$ cat config.mk
export PLATFORM = sky130hd
export DESIGN_NAME = usb_host_tx_flat
export DESIGN_NICKNAME = d
export VERILOG_FILES = /design/src/rtl/usb_host_tx_pkg.sv /design/src/rtl/usb_host_tx_if.sv /design/src/rtl/usb_tx_stuff_nrzi.sv /design/src/rtl/usb_host_tx.sv /design/src/flat_wrapper.sv
export SDC_FILE = /design/constraint.sdc
export NUM_CORES = 1
export LEC_CHECK = 0
export CORE_MARGIN = 10
export CORE_UTILIZATION = 43
export DETAILED_ROUTE_END_ITERATION = 8
export PLACE_DENSITY = 0.63
export SLEW_MARGIN = 25
export SYNTH_ARGS = -nofsm -noshare
export SYNTH_HDL_FRONTEND = slang
export SYNTH_SLANG_ARGS = --single-unit
$ cat constraint.sdc
create_clock -name clk48_host -period 3.07 [get_ports clk48_host]
set_clock_uncertainty 0.15 [all_clocks]
set_input_delay 0.614 -clock clk48_host [delete_from_list [all_inputs] [get_ports clk48_host]]
set_output_delay 0.614 -clock clk48_host [all_outputs]
set_load 0.03 [all_outputs]
$ cat src/rtl/usb_host_tx_pkg.sv
// Shared constants and types for the host-side USB full-speed transmitter.
// Line states are packed as {dp, dn}.
package usb_host_pkg;

    typedef enum logic [1:0] {
        IDLE,
        SYNC,
        DATA,
        EOP
    } tx_state_t;

    localparam logic [1:0] LS_J   = 2'b10;
    localparam logic [1:0] LS_K   = 2'b01;
    localparam logic [1:0] LS_SE0 = 2'b00;

    localparam logic [7:0] SYNC_PATTERN = 8'h80;
    localparam int         EOP_SE0_BITS = 2;
    localparam int         STUFF_LIMIT  = 6;

    // NRZI level 1 means the line currently sits at J.
    function automatic logic [1:0] nrzi_line(input logic level);
        return level ? LS_J : LS_K;
    endfunction

endpackage

$ cat src/rtl/usb_host_tx_if.sv
// Byte stream handshake between a packet source and the USB host transmitter.
interface usb_host_tx_if;

    logic       tx_valid;
    logic [7:0] tx_data;
    logic       tx_last;
    logic       tx_ready;
    logic       tx_underrun;

    modport master (
        output tx_valid,
        output tx_data,
        output tx_last,
        input  tx_ready,
        input  tx_underrun
    );

    modport slave (
        input  tx_valid,
        input  tx_data,
        input  tx_last,
        output tx_ready,
        output tx_underrun
    );

endinterface

$ cat src/rtl/usb_tx_stuff_nrzi.sv
// Bit stuffer and NRZI encoder: turns one raw bit per strobe into a registered line state.
// hold tells the caller that the coming slot carries a stuffed 0 rather than its data bit.
module usb_tx_stuff_nrzi
    import usb_host_pkg::*;
(
    input  logic       clk,
    input  logic       reset,
    input  logic       strobe,
    input  logic       data_bit,
    input  logic       se0_req,
    input  logic       j_req,
    input  logic       idle_req,
    output logic       hold,
    output logic [1:0] line,
    output logic       tx_en
);

    logic       level;
    logic [2:0] ones;
    logic       coded_bit;
    logic       next_level;

    assign hold       = (ones == 3'(STUFF_LIMIT));
    assign coded_bit  = hold ? 1'b0 : data_bit;
    assign next_level = coded_bit ? level : ~level;

    // SE0 and J slots also re-arm the encoder so the next packet starts from J with no run of ones.
    always_ff @(posedge clk) begin
        if (reset || idle_req) begin
            level <= 1'b1;
            ones  <= 3'd0;
            line  <= LS_J;
            tx_en <= 1'b0;
        end else if (strobe) begin
            tx_en <= 1'b1;
            if (se0_req) begin
                line  <= LS_SE0;
                level <= 1'b1;
                ones  <= 3'd0;
            end else if (j_req) begin
                line  <= LS_J;
                level <= 1'b1;
                ones  <= 3'd0;
            end else begin
                line  <= nrzi_line(next_level);
                level <= next_level;
                ones  <= coded_bit ? ones + 3'd1 : 3'd0;
            end
        end
    end

endmodule

$ cat src/rtl/usb_host_tx.sv
// Host-side USB full-speed packet transmitter: SYNC, bit-stuffed NRZI payload, EOP.
// Bytes arrive on a valid/ready stream and are sent LSB first.
module usb_host_tx
    import usb_host_pkg::*;
#(
    parameter int BIT_CYCLES = 4
) (
    input  logic         clk48_host,
    input  logic         reset,
    usb_host_tx_if.slave tx,
    output logic         busy,
    output logic         usb_dp_o,
    output logic         usb_dn_o,
    output logic         usb_tx_en
);

    localparam int                 PHASE_W     = $clog2(BIT_CYCLES);
    localparam logic [PHASE_W-1:0] PHASE_LAST  = PHASE_W'(BIT_CYCLES - 1);
    localparam logic [2:0]         EOP_J_CNT   = 3'(EOP_SE0_BITS - 1);
    localparam logic [2:0]         EOP_END_CNT = 3'(EOP_SE0_BITS);

    tx_state_t          state;
    logic [PHASE_W-1:0] phase;
    logic [2:0]         bit_cnt;
    logic [6:0]         shift_reg;
    logic               last_flag;
    logic               underrun_q;

    logic       hold;
    logic [1:0] line;
    logic       bit_end;
    logic       field_end;
    logic       load;
    logic       take;
    logic       start;
    logic       eop_done;
    logic       strobe;
    logic       data_bit;
    logic       se0_req;
    logic       j_req;
    logic       idle_req;

    // field_end waits out a pending stuffed bit, so stuffing always precedes a load or EOP.
    assign bit_end   = (state != IDLE) && (phase == PHASE_LAST);
    assign field_end = bit_end && !hold && (bit_cnt == 3'd7) && (state == SYNC || state == DATA);
    assign load      = field_end && (state == SYNC || !last_flag);
    assign take      = load && tx.tx_valid;
    assign start     = (state == IDLE) && tx.tx_valid;
    assign eop_done  = (state == EOP) && bit_end && (bit_cnt == EOP_END_CNT);

    assign strobe   = start || bit_end;
    assign data_bit = take ? tx.tx_data[0] : (start ? SYNC_PATTERN[0] : shift_reg[0]);
    assign se0_req  = (field_end && !take) || (state == EOP && bit_cnt < EOP_J_CNT);
    assign j_req    = (state == EOP) && (bit_cnt == EOP_J_CNT);
    assign idle_req = ((state == IDLE) && !tx.tx_valid) || eop_done;

    assign tx.tx_ready    = take;
    assign tx.tx_underrun = underrun_q;
    assign busy           = (state != IDLE);
    assign usb_dp_o       = line[1];
    assign usb_dn_o       = line[0];

    // shift_reg holds the not-yet-sent bits of the current field; bit 0 goes out on the next advance.
    always_ff @(posedge clk48_host) begin
        if (reset) begin
            state      <= IDLE;
            phase      <= '0;
            bit_cnt    <= 3'd0;
            shift_reg  <= 7'd0;
            last_flag  <= 1'b0;
            underrun_q <= 1'b0;
        end else begin
            underrun_q <= 1'b0;
            phase      <= (state == IDLE || bit_end) ? '0 : phase + PHASE_W'(1);
            case (state)
                IDLE: begin
                    bit_cnt <= 3'd0;
                    if (tx.tx_valid) begin
                        state     <= SYNC;
                        shift_reg <= SYNC_PATTERN[7:1];
                        last_flag <= 1'b0;
                    end
                end
                SYNC, DATA: begin
                    if (bit_end && !hold) begin
                        if (bit_cnt == 3'd7) begin
                            bit_cnt <= 3'd0;
                            if (take) begin
                                state     <= DATA;
                                shift_reg <= tx.tx_data[7:1];
                                last_flag <= tx.tx_last;
                            end else begin
                                state      <= EOP;
                                underrun_q <= load;
                            end
                        end else begin
                            bit_cnt   <= bit_cnt + 3'd1;
                            shift_reg <= {1'b0, shift_reg[6:1]};
                        end
                    end
                end
                EOP: begin
                    if (bit_end) begin
                        if (eop_done) begin
                            state   <= IDLE;
                            bit_cnt <= 3'd0;
                        end else begin
                            bit_cnt <= bit_cnt + 3'd1;
                        end
                    end
                end
                default: state <= IDLE;
            endcase
        end
    end

    usb_tx_stuff_nrzi u_stuff_nrzi (
        .clk      (clk48_host),
        .reset    (reset),
        .strobe   (strobe),
        .data_bit (data_bit),
        .se0_req  (se0_req),
        .j_req    (j_req),
        .idle_req (idle_req),
        .hold     (hold),
        .line     (line),
        .tx_en    (usb_tx_en)
    );

endmodule

$ cat src/flat_wrapper.sv
// flat-port wrapper written by rule: the top's interface ports become plain ports
module usb_host_tx_flat import usb_host_pkg::*;
#(
    parameter int BIT_CYCLES = 4
)
  (clk48_host, reset, busy, usb_dp_o, usb_dn_o, usb_tx_en, tx_tx_valid, tx_tx_data, tx_tx_last, tx_tx_ready, tx_tx_underrun);
  usb_host_tx_if tx_i ();
  input  logic clk48_host;
  input  logic reset;
  output logic busy;
  output logic usb_dp_o;
  output logic usb_dn_o;
  output logic usb_tx_en;
  input wire logic [$bits(tx_i.tx_valid)-1:0] tx_tx_valid;
  input wire logic [$bits(tx_i.tx_data)-1:0] tx_tx_data;
  input wire logic [$bits(tx_i.tx_last)-1:0] tx_tx_last;
  output wire logic [$bits(tx_i.tx_ready)-1:0] tx_tx_ready;
  output wire logic [$bits(tx_i.tx_underrun)-1:0] tx_tx_underrun;
  assign tx_i.tx_valid = tx_tx_valid;
  assign tx_i.tx_data = tx_tx_data;
  assign tx_i.tx_last = tx_tx_last;
  assign tx_tx_ready = tx_i.tx_ready;
  assign tx_tx_underrun = tx_i.tx_underrun;
  usb_host_tx #(.BIT_CYCLES(BIT_CYCLES)) u_core (.clk48_host(clk48_host), .reset(reset), .tx(tx_i), .busy(busy), .usb_dp_o(usb_dp_o), .usb_dn_o(usb_dn_o), .usb_tx_en(usb_tx_en));
endmodule
# ---- Yosys cells after proc, flatten, opt, wreduce, memory -nomap -nowiden
# Cells that the tools add are included.
dict set report word_totals {
  wordCells 101
  out_inout_bits 6
  latch_bits 0
  inputBits 12
  ramBits 0
  ff_bits 23
  romBits 0
  n_memories 0
}
dict set report op_classes {
  addsub 3
  div 0
  order_cmp 1
  mul 0
  eq_ne 15
  shifts 0
  bitwise 4
  n_mux 34
  reduce_logical 34
}
# operator count
set op_table {}
lappend op_table {{7-bit 2-to-1 mux} 4}
lappend op_table {{3-bit 2-to-1 mux} 7}
lappend op_table {{2-bit 2-to-1 mux} 8}
lappend op_table {{7-bit case mux with 2 select lines} 1}
lappend op_table {{1-bit logical AND} 13}
lappend op_table {{1-bit 2-to-1 mux} 11}
lappend op_table {{2-bit by 1-bit != test with 1-bit output, second input constant} 5}
lappend op_table {{5-bit AND reduction} 2}
lappend op_table {{3-bit case mux with 3 select lines} 1}
lappend op_table {{1-bit logical OR} 7}
lappend op_table {{3-bit by 1-bit adder with 3-bit output, second input constant} 2}
lappend op_table {{2-bit equality test, second input constant} 3}
lappend op_table {{3-bit equality test, second input constant} 2}
lappend op_table {{2-bit case mux with 3 select lines} 1}
lappend op_table {{5-bit OR reduction} 1}
lappend op_table {{1-bit zero test} 4}
lappend op_table {{1-bit NOT} 4}
lappend op_table {{4-bit AND reduction} 1}
lappend op_table {{2-bit nonzero test} 2}
lappend op_table {{2-bit OR reduction} 2}
lappend op_table {{3-bit by 1-bit equality test with 1-bit output, second input constant} 1}
lappend op_table {{3-bit by 2-bit equality test with 1-bit output, second input constant} 1}
lappend op_table {{3-bit by 1-bit < comparator with 1-bit output, second input constant} 1}
lappend op_table {{3-bit by 2-bit != test with 1-bit output, second input constant} 1}
lappend op_table {{other kinds (6)} 6}

# ---- Longest topological paths before layout
# Gate-level depths: netlist (run 1).
dict set report depth {
  depth_word 13
  mapped_depth 8
  mapped_depth_nobuf 7
}

# ---- Cells and area by module
# Synthesis (run 1) repeated with hierarchy kept, for this count alone.
dict set report unflattened {
  cells_unflattened 163
  hier_area_um2 1432.6
}
# module area_each_um2 instances cells_each seq_area_each_um2
set by_module_without_submodules {}
lappend by_module_without_submodules {usb_host_tx 1047.3 1 121 320.3}
lappend by_module_without_submodules {usb_tx_stuff_nrzi 385.4 1 42 140.1}

# ---- Worst setup path after synthesis (run 1)
# Ideal clock, no wire load.
dict set report synth_timing {
  path_kind {reg-to-output}
  startpoint {register u_core.state[0]}
  endpoint {output port tx_tx_ready}
  stages_incl_launch_ff 6
  n_path_buf 0
  slack_ps 655
  t_required_ps 2306
  arrival_time_ps 1651
  path_cell_list {dfxtp_1 -> inv_1 -> ha_1 -> and2b_1 -> nand2_1 -> nor3_1}
}
dict set report synth_via {
  elab_chain_len 7
  elab_cells_between_ends 11
  cone_classes {eq/ne: 2; reduce/logical: 9}
}
# item line_no
set synth_lines {}
lappend synth_lines {{start: declaration} usb_host_tx.sv:22} ;# tx_state_t state;
lappend synth_lines {{start signal: assignment} usb_host_tx.sv:66} ;# state <= IDLE;
lappend synth_lines {{start signal: assignment} usb_host_tx.sv:79} ;# state <= SYNC;
lappend synth_lines {{start signal: assignment} usb_host_tx.sv:89} ;# state <= DATA;
lappend synth_lines {{2-bit nonzero test} usb_host_tx.sv:44} ;# assign bit_end = (state != IDLE) && (phase == PHASE_LAST);
lappend synth_lines {{1-bit logical AND} usb_host_tx.sv:44}
lappend synth_lines {{1-bit logical AND (3 in a row)} usb_host_tx.sv:45} ;# assign field_end = bit_end && !hold && (bit_cnt == 3'd7) && (state == SYNC || state == DATA);
lappend synth_lines {{1-bit logical AND *} usb_host_tx.sv:46} ;# assign load = field_end && (state == SYNC || !last_flag);
lappend synth_lines {{1-bit logical AND *} usb_host_tx.sv:47} ;# assign take = load && tx.tx_valid;
lappend synth_lines {{end: declaration} flat_wrapper.sv:17} ;# output wire logic [$bits(tx_i.tx_ready)-1:0] tx_tx_ready;
# Mark *: on every way between the ends. The rest lies on a longest branch, timed or not.

# ---- Worst setup path in the final report (run 1)
# Ends and elaborated chain as after synthesis.

==> out/metrics.cfg, run 1 <==
[status]
status = complete, no violations

[global_route]
grt_pass1_wl_mm = 5.506
overflow = 0
grt_pass1_vias = 1193
met3_usage_pct = 2.830
grt.met1_usage_pct = 13.83
antenna_found_initial = 0
grt_usage_pct = 11.07
grt_max_degree = 17
busiest_layer = met2
grtUsageMet2_pct = 17.35

[pwr]
ir_drop_mv = 0.4268
p_per_area_nw_per_um2 = 666.9
p_leak_nw = 0.6210

[floorplan]
die_area_um2 = 5813
die_w_um = 76.24
die_h_um = 76.24
coreArea_um2 = 3053
ios = 18
rows = 20
start_util_pct = 44.55

[synth]
synth_seq_cells = 23
syn_nets = 174
async_reset_ff_share_pct = 0
synth_cell_types = 45
syn_area_um2 = 1360
synth_warnings = 0
synth_edf_count = 0
yosysSeqAreaShare_pct = 33.85
ys.flop_type = dfxtp_1
syn_area_per_cell_um2 = 8.948
postSynthCellCount = 152

[final_layout]
final_common_cell = dfxtp_1
drive_gt1_share_pct = 12.21
area_growth_pct = 18.58
fin_nets = 195
final_area_um2 = 1613
diodes = 0
largest_register_ffs = 7
final_cell_mix = dfxtp_1, a21oi_1, clkdlybuf4s50_1, nand2_1, ha_1

[cts]
ctsHoldBuffers = 0
insertion_delay_ns = 0.31
h-tree-depth = 1
cts_buffers = 3
clk_path_buf_depth = 2
cts_tree = built
clock-sinks = 23
post-cts-setup-buffer-count = 0
cts_resized = 0
cts_root_buffer = clkbuf_4
clk_transition_reported_paths_ns = 0.12

[drt]
post_drt_wl_per_cell_um = 14.44
firstDrtPassIters = 4
ant_nets = 0
viasPerCell = 5.611
drc = 0
via_count = 1212
first_iter_violations = 55
route.final.wire_length_mm = 3.118

[timing]
max_slew_margin_pct = 54.70
period_minus_slack_ns = 2.783
drv_slew = 0
fmaxAchievable_ghz = 0.3593
setup_tns_ns = 0
post-route-period-util_pct = 90.66
grt_setup_unrepaired = no
hold_viol = 0
setup_viol = 0
worstMarginPinSlew_ns = 0.6783

[placement]
portBuffers = 17
dpl_cell_area_um2 = 1587
hpwl_mm = 2.420
place.gp.congestion = 0.8687

[setup_path]
r2r_end = u_core.u_stuff_nrzi.level
reg2regPathDepth = 7
endpoint_kind = output port
cp_max_fo = 13
r2r_start = u_core.state[0]
start_kind = flip-flop
worstPathRequired_ns = 2.31
crit_arrival_ns = 2.02
r2r_slack_ns = 0.59
crit_type = reg2out

[hold_path]
hold_path.startpoint = u_core.phase[0]
hold_path.class = reg2reg
min_to = u_core.phase[0]
hold_path_depth = 1

[flow_run]
drv_cap = 0

-- critical path, stage by stage (launching register included) --
cell and delay [ns]:
dfxtp_1 0.39, inv_1 0.07, ha_1 0.36, and2b_1 0.30, nand2_1 0.10, nor3_1 0.27
buf_4 0.22
-- synth_stat cells, types with 2 or more instances --
cell / n / area share (%)
dfxtp_1: 23 / 34
a21oi_1: 19 / 7.0
nand2_1: 11 / 3.0
ha_1: 10 / 9.2
inv_1: 9 / 2.5
o21ai_0: 8 / 2.9
mux2_2: 6 / 5.0
nand4_1: 6 / 2.8
nor2_1: 5 / 1.4
clkbuf_1: 4 / 1.1
nand3_1: 4 / 1.5
mux2i_1: 3 / 2.2
nor3_1: 3 / 1.1
nor3b_1: 3 / 1.7
a211oi_1: 2 / 1.1
and2_1: 2 / 0.92
and2b_1: 2 / 1.1
nand2b_1: 2 / 0.92
nor2b_1: 2 / 0.92
o211ai_1: 2 / 1.1
or3_1: 2 / 0.92
-- cells by family after synthesis --
kind of cell,share of synthesized area [%]
flip-flops,33.85
adder cells (fa/ha/maj),9.200
buffers and inverters,4.691
AND/OR/NAND/NOR,23.09
XOR/XNOR,0.6441
multiplexers,8.187
AO/OA/AOI/OAI,20.33
-- power breakdown --
part           switching [W]  leakage [nW]  internal [W]  total, W
Clock              0.0000909        0.0150     0.0000508  0.000142
Combinational       0.000343         0.419      0.000222  0.000565
Sequential         0.0000283         0.187      0.000340  0.000368
-- per-stage QoR --
step	power [W]	setup WS [ns]	instances	utilization, %	hold slack, ns
floorplan	0.0007787	0.6555	152	-	0.2489
global placement	0.0009260	0.3799	212	51.97	0.2595
detailed placement	0.0009404	0.2795	212	51.97	0.2756
CTS	0.001083	0.2739	216	52.83	0.2937
global route	0.001164	0.1353	216	52.83	0.3024
finish	0.001076	0.2868	216	52.83	0.2928
-- worst max-delay path by stage --
stage	from	endpoint	slack, ns
after floorplan	u_core.state[0]	tx_tx_ready	0.66
after global placement	tx_tx_valid	u_core.u_stuff_nrzi.line[0]	0.38
after detailed placement	tx_tx_valid	u_core.u_stuff_nrzi.line[0]	0.28
after CTS	u_core.state[0]	tx_tx_ready	0.27
after global routing	u_core.state[0]	tx_tx_ready	0.14
final	u_core.state[0]	tx_tx_ready	0.29
-- per-layer routing --
layer / wire length [um] / vias to the layer above
met5: 0 / -
met4: 51 / 0
li1: - / 599
met1: 1441 / 582
met3: 145 / 5
met2: 1479 / 26
-- layout make-up --
cell class	count	area (um^2)
Fill cell	327	1440
Multi-Input combinational cell	114	835.8
Sequential cell	23	460.4
Timing Repair Buffer	21	197.7
Tap cell	44	55.05
Inverter	10	37.54
Clock buffer	4	26.28
No activity file was read; power rests on OpenSTA's default activity.
==> run 2: changes to the inputs <==
TNS_END_PERCENT = 20   (was unset)
==> results of run 2 <==
Final layout, timing and power as in run 1 (identical DEF).
